===== src/rtl/pc_sequencer_if.sv =====
// rtl/pc_sequencer_if.sv - control/status bundle between pipeline and PC sequencer
// Ports (slave = sequencer side):
//   inputs : stall, exc, branch, branch_cond, alu_flag, branch_target,
//            jump, call, jump_target, ret
//   outputs: pc, next_pc, redirect, ras_empty, ras_ovf, ras_unf
interface pc_sequencer_if #(
  parameter int ADDR_W = 32,
  parameter int FLAG_W = 4
);
  logic              stall;
  logic              exc;
  logic              branch;
  logic [FLAG_W-1:0] branch_cond;
  logic [FLAG_W-1:0] alu_flag;
  logic [ADDR_W-1:0] branch_target;
  logic              jump;
  logic              call;
  logic [ADDR_W-1:0] jump_target;
  logic              ret;
  logic [ADDR_W-1:0] pc;
  logic [ADDR_W-1:0] next_pc;
  logic              redirect;
  logic              ras_empty;
  logic              ras_ovf;
  logic              ras_unf;

  modport master (
    output stall, exc, branch, branch_cond, alu_flag, branch_target,
           jump, call, jump_target, ret,
    input  pc, next_pc, redirect, ras_empty, ras_ovf, ras_unf
  );

  modport slave (
    input  stall, exc, branch, branch_cond, alu_flag, branch_target,
           jump, call, jump_target, ret,
    output pc, next_pc, redirect, ras_empty, ras_ovf, ras_unf
  );
endinterface


===== src/rtl/pc_sequencer.sv =====
// rtl/pc_sequencer.sv - program counter sequencer with return-address stack
// Ports:
//   clk   : rising-edge clock
//   reset : synchronous, active-high reset
//   bus   : pc_sequencer_if.slave (redirect requests in; pc, next_pc,
//           redirect and RAS status out)
module pc_sequencer #(
  parameter int                ADDR_W     = 32,
  parameter int                FLAG_W     = 4,
  parameter int                RAS_DEPTH  = 4,
  parameter logic [ADDR_W-1:0] RESET_ADDR = '0,
  parameter logic [ADDR_W-1:0] EXC_VECTOR = 'h80
) (
  input logic           clk,
  input logic           reset,
  pc_sequencer_if.slave bus
);
  localparam int PW = $clog2(RAS_DEPTH);
  localparam int CW = PW + 1;
  localparam logic [CW-1:0]     RAS_FULL = CW'(RAS_DEPTH);
  localparam logic [CW-1:0]     CNT_ONE  = {{(CW-1){1'b0}}, 1'b1};
  localparam logic [PW-1:0]     PTR_ONE  = {{(PW-1){1'b0}}, 1'b1};
  localparam logic [ADDR_W-1:0] PC_ONE   = {{(ADDR_W-1){1'b0}}, 1'b1};

  logic [ADDR_W-1:0] pc_q;
  logic [ADDR_W-1:0] pc_inc;
  logic [ADDR_W-1:0] next_pc_c;
  logic [ADDR_W-1:0] ras_top;
  logic [ADDR_W-1:0] ras_mem [RAS_DEPTH];
  // ras_ptr is the next write slot; the top of stack sits just below it.
  logic [PW-1:0]     ras_ptr;
  logic [CW-1:0]     ras_cnt;
  logic              ovf_q;
  logic              unf_q;

  logic taken;
  logic ras_has;
  logic call_eff;
  logic live;
  logic do_push;
  logic do_pop;
  logic unf_set;

  always_comb begin
    pc_inc   = pc_q + PC_ONE;
    ras_top  = ras_mem[ras_ptr - PTR_ONE];
    ras_has  = (ras_cnt != '0);
    taken    = bus.branch && (bus.alu_flag == bus.branch_cond);
    // A call issued together with ret is dropped entirely, even when the
    // ret itself falls through on an empty stack.
    call_eff = bus.call && !bus.ret;
    live     = !bus.stall && !bus.exc;

    next_pc_c = pc_inc;
    if (bus.exc)                  next_pc_c = EXC_VECTOR;
    else if (bus.stall)           next_pc_c = pc_q;
    else if (bus.ret && ras_has)  next_pc_c = ras_top;
    else if (taken)               next_pc_c = bus.branch_target;
    else if (bus.jump || call_eff) next_pc_c = bus.jump_target;

    do_pop  = live && bus.ret && ras_has;
    unf_set = live && bus.ret && !ras_has;
    // Push only when the call actually won: no ret, no taken branch above it.
    do_push = live && call_eff && !taken;
  end

  always_ff @(posedge clk) begin
    if (reset) begin
      pc_q    <= RESET_ADDR;
      ras_ptr <= '0;
      ras_cnt <= '0;
      ovf_q   <= 1'b0;
      unf_q   <= 1'b0;
    end else begin
      pc_q <= next_pc_c;
      if (do_push) begin
        ras_ptr <= ras_ptr + PTR_ONE;
        // When full, the write slot already holds the oldest entry, so the
        // pointer advance alone makes the overwrite circular.
        if (ras_cnt == RAS_FULL) ovf_q   <= 1'b1;
        else                     ras_cnt <= ras_cnt + CNT_ONE;
      end
      if (do_pop) begin
        ras_ptr <= ras_ptr - PTR_ONE;
        ras_cnt <= ras_cnt - CNT_ONE;
      end
      if (unf_set) unf_q <= 1'b1;
    end
  end

  // Entry storage is not reset; contents are only read while count is non-zero.
  always_ff @(posedge clk) begin
    if (!reset && do_push) ras_mem[ras_ptr] <= pc_inc;
  end

  assign bus.pc        = pc_q;
  assign bus.next_pc   = next_pc_c;
  assign bus.redirect  = !bus.stall && (next_pc_c != pc_inc);
  assign bus.ras_empty = (ras_cnt == '0);
  assign bus.ras_ovf   = ovf_q;
  assign bus.ras_unf   = unf_q;
endmodule

===== src/flat_wrapper.sv =====
// flat-port wrapper written by rule: the top's interface ports become plain ports
module pc_sequencer_flat 
#(
  parameter int                ADDR_W     = 32,
  parameter int                FLAG_W     = 4,
  parameter int                RAS_DEPTH  = 4,
  parameter logic [ADDR_W-1:0] RESET_ADDR = '0,
  parameter logic [ADDR_W-1:0] EXC_VECTOR = 'h80
)
  (clk, reset, bus_stall, bus_exc, bus_branch, bus_branch_cond, bus_alu_flag, bus_branch_target, bus_jump, bus_call, bus_jump_target, bus_ret, bus_pc, bus_next_pc, bus_redirect, bus_ras_empty, bus_ras_ovf, bus_ras_unf);
  pc_sequencer_if #(.ADDR_W(ADDR_W), .FLAG_W(FLAG_W)) bus_i ();
  input logic clk;
  input logic reset;
  input wire logic [$bits(bus_i.stall)-1:0] bus_stall;
  input wire logic [$bits(bus_i.exc)-1:0] bus_exc;
  input wire logic [$bits(bus_i.branch)-1:0] bus_branch;
  input wire logic [$bits(bus_i.branch_cond)-1:0] bus_branch_cond;
  input wire logic [$bits(bus_i.alu_flag)-1:0] bus_alu_flag;
  input wire logic [$bits(bus_i.branch_target)-1:0] bus_branch_target;
  input wire logic [$bits(bus_i.jump)-1:0] bus_jump;
  input wire logic [$bits(bus_i.call)-1:0] bus_call;
  input wire logic [$bits(bus_i.jump_target)-1:0] bus_jump_target;
  input wire logic [$bits(bus_i.ret)-1:0] bus_ret;
  output wire logic [$bits(bus_i.pc)-1:0] bus_pc;
  output wire logic [$bits(bus_i.next_pc)-1:0] bus_next_pc;
  output wire logic [$bits(bus_i.redirect)-1:0] bus_redirect;
  output wire logic [$bits(bus_i.ras_empty)-1:0] bus_ras_empty;
  output wire logic [$bits(bus_i.ras_ovf)-1:0] bus_ras_ovf;
  output wire logic [$bits(bus_i.ras_unf)-1:0] bus_ras_unf;
  assign bus_i.stall = bus_stall;
  assign bus_i.exc = bus_exc;
  assign bus_i.branch = bus_branch;
  assign bus_i.branch_cond = bus_branch_cond;
  assign bus_i.alu_flag = bus_alu_flag;
  assign bus_i.branch_target = bus_branch_target;
  assign bus_i.jump = bus_jump;
  assign bus_i.call = bus_call;
  assign bus_i.jump_target = bus_jump_target;
  assign bus_i.ret = bus_ret;
  assign bus_pc = bus_i.pc;
  assign bus_next_pc = bus_i.next_pc;
  assign bus_redirect = bus_i.redirect;
  assign bus_ras_empty = bus_i.ras_empty;
  assign bus_ras_ovf = bus_i.ras_ovf;
  assign bus_ras_unf = bus_i.ras_unf;
  pc_sequencer #(.ADDR_W(ADDR_W), .FLAG_W(FLAG_W), .RAS_DEPTH(RAS_DEPTH), .RESET_ADDR(RESET_ADDR), .EXC_VECTOR(EXC_VECTOR)) u_core (.clk(clk), .reset(reset), .bus(bus_i));
endmodule

===== config.mk =====
export PLATFORM = sky130hd
export DESIGN_NAME = pc_sequencer_flat
export DESIGN_NICKNAME = d
export VERILOG_FILES = /design/src/rtl/pc_sequencer_if.sv /design/src/rtl/pc_sequencer.sv /design/src/flat_wrapper.sv
export SDC_FILE = /design/constraint.sdc
export NUM_CORES = 1
export LEC_CHECK = 0
export CAP_MARGIN = 10
export CORE_MARGIN = 2
export CORE_UTILIZATION = 29
export CTS_CLUSTER_SIZE = 10
export DETAILED_ROUTE_END_ITERATION = 10
export GPL_ROUTABILITY_DRIVEN = 0
export PLACE_DENSITY = 0.59
export SLEW_MARGIN = 5
export SYNTH_ARGS = -nofsm -noshare
export SYNTH_HDL_FRONTEND = slang
export SYNTH_SLANG_ARGS = --single-unit

===== constraint.sdc =====
create_clock -name clk -period 10 [get_ports clk]
set_clock_uncertainty 0.15 [all_clocks]
set_input_delay 2 -clock clk [delete_from_list [all_inputs] [get_ports clk]]
set_output_delay 2 -clock clk [all_outputs]
set_load 0.01 [all_outputs]

==> metrics.txt <==
status=complete, no violations; met2 wire length=16370 microns; most common cell after layout, fill and taps aside=clkdlybuf4s50_1; distinct cell type count after synthesis=70; initial DRC count=about 1300; hold path start=u_core.bus.ras_unf; Die Y=about 180 microns; nature of the critical path endpoint=output port; RSZ-0062 raised after global routing=no; GRT overflow=0; CP Data Arrival Time=6.36 ns; root buffer cell=clkbuf_16; via count=8477; drt total wl=35780 microns; syn avg cell area=10.56 sq um; H-tree levels=4; startpoint types=primary input; Worst path top cell family by delay=simple AND/OR/NAND/NOR gates; dpl cells=between 1000 and 1500; die area=33900 sq um; WS Path Type=in2out; Post-DRT Antenna Nets=0; Cell Area, Synth=9408 sq um; R2R Path End=u_core.bus.pc[30]; CTS tree=built; CP Max Fanout=20; Final Setup Violations=0; clk_lat worst skew=0.44 ns; core region area=31720 sq um; Worst-path clk slew=about 0.07 ns; layout cells sized above 1=11.55%; Required @ worst endpoint=7.85 ns; Worst Reg2Reg Path Length in Cells=10; Area after DPL=11330 sq um; DRC viols=0; CTS sink count=167; flops & latches, synth=167; slew margin rel.=30.56%; syn_nets=977; Finished Layout Cells=1432; Tightest Pin Transition=between 1 and 1.5 ns; post-route cell area=~12000 sq um; Post-CTS Hold Fix Bufs=0; ANT cells=0; Fillers=3137; CP Cell Sequence=clkdlybuf4s50_1, xnor2_1, and2_1, nand2_1, o2111ai_1, o2111ai_1, nor4bb_1, nand4_1, nor4_2, a41oi_1, clkdlybuf4s50_1; FF-to-FF setup slack=6.00 ns; metal3 WL=approximately 3600 microns; final period utilization=85.14%; total track usage=21.20%; Synth-to-Final Area Change=26.81%; Final Hold Slack=0.3241 ns; Hold Crit Class=reg2reg; Register Area=4626 sq um; setup bufs post-CTS=0; CP startpoint=bus_branch_cond[1]; drt wl/cell=24.98 microns; initial antenna violation count=0; cell row count=65; Critical path buffers and inverters=2; port bufs=approximately 150; HPWL Detailed=25840 microns; Initial Util=29.66%; Max Root-Sink Buffers=2; reg2reg start=u_core.bus.pc[0]; PnR Total Power=1.747 mW; Worst path max stage delay=0.74 ns; commonest cells after routing, fill and taps aside=clkdlybuf4s50_1 (144), edfxtp_1 (128), nor2_1 (77); maxcap violations=0; Nets=1103; Final Max Slew Viols=0; post_cts resized=0; Worst Setup EP=bus_redirect; vias in the first global route=7883; Die W=184.1 microns; yosys warns=0; Lkg Pwr=between 3 and 4 nW; PD cells=146.4 nW/um^2; Synth Instances=891; Detailed Routing Iterations Pass 1=6; CTS Buf Count=17; Top FF cell, synth=edfxtp_1; Tmin final=8.514 ns; DR top layer=met4; Max rail drop VDD=0.1161 mV; Setup TNS=0 ns; largest net degree at the start of global routing=52; Fmax achieved=117.5 MHz; Via-to-Cell Ratio=5.920; register area share after synthesis=just under 50%; multi-input logic area=between 4000 and 5000 sq um; EDFF count, synth=128; CP max-delay cell=nand2_1; M1 wire length=between 10000 and 15000 microns; FFs w/ async S/R, synth=0%; first-pass GRT wire length=52380 microns; Critical Path Stages=11; IO Count=148; Hold Path Depth=2; final hold vios=0
[synth_stat cells (all sizes together), types with 8 or more instances]
| cell | n | share of area (%) |
|---|---|---|
| o211ai | 10 | 0.80 |
| nor2 | 79 | 3.2 |
| nor3 | 40 | 2.1 |
| nand3 | 28 | 1.5 |
| dfxtp | 39 | 8.3 |
| nor2b | 22 | 1.5 |
| o21a | 9 | 0.72 |
| o221ai | 10 | 0.93 |
| nor4 | 13 | 1.1 |
| o21ai | 40 | 2.1 |
| xnor2 | 24 | 2.2 |
| o22ai | 8 | 0.53 |
| mux2i | 9 | 0.96 |
| inv | 29 | 1.2 |
| a211oi | 8 | 0.64 |
| buf | 12 | 0.57 |
| a31oi | 17 | 1.1 |
| mux4 | 32 | 7.7 |
| xor2 | 13 | 1.2 |
| a21oi | 46 | 2.4 |
| edfxtp | 128 | 41 |
| nand2 | 68 | 2.7 |
| nand4 | 15 | 1.2 |
| clkbuf | 51 | 2.0 |
[how the worst min path moves through the flow]
stage / endpoint / slack, ns
final: u_core.bus.ras_unf / 0.32
after global routing: u_core.bus.ras_unf / 0.37
after detailed placement: u_core.bus.ras_unf / 0.32
after floorplan: u_core.ras_ptr[1] / 0.35
after global placement: u_core.bus.ras_unf / 0.30
after CTS: u_core.bus.ras_unf / 0.34
[metal layers]
layer,global-route usage [%],up-vias
met5,0,-
met4,7.712,0
met3,4.406,69
met2,33.31,548
met1,28.87,4176
li1,-,3684
[power by group]
part           switching [mW]  internal [mW]
clock                   0.286          0.385
combinational           0.171          0.131
sequential             0.0208          0.754
[logic make-up after synthesis]
kind of cell               Yosys count  share of synthesized area (%)
xor gates and xnor gates            37                          3.445
DFF                                167                          49.16
and+or+nand+nor                    318                          17.20
muxes                               46                          9.217
buffers and inverters               92                          3.764
adders and majority gates            6                         0.8778
AOI/OAI and AO/OA                  225                          16.35
[layout make-up]
class / count / share of cell area (%)
Sequential cell: 167 / 38.77
Inverter: 29 / 0.9124
Timing Repair Buffer: 170 / 13.65
Clock buffer: 19 / 3.807
Tap cell: 402 / 4.216
Clock inverter: 13 / 1.185
Multi-Input combinational cell: 632 / 37.45
[state kept, by name, indices dropped and copies added, names as in the netlist]
register / count
u_core.ras_ptr: 2
u_core.bus.ras_unf: 1
u_core.bus.pc: 32
u_core.ras_cnt: 3
u_core.ras_mem: 128
u_core.bus.ras_ovf: 1
[metrics by stage]
stage | worst slack (ns) | util [%]
5_1_grt | 1.196 | 37.61
2_1_floorplan | 3.530 | -
3_3_place_gp | 1.651 | 35.74
6_report | 1.486 | 37.61
4_1_cts | 1.586 | 37.61
3_5_place_dp | 1.620 | 35.74
[tightest hold or removal path: stages, from the launching register on]
cell     delay [ns]
dfxtp_1        0.33
a31oi_1        0.04
nor2_1         0.07
(Power assumes the default switching activity.)
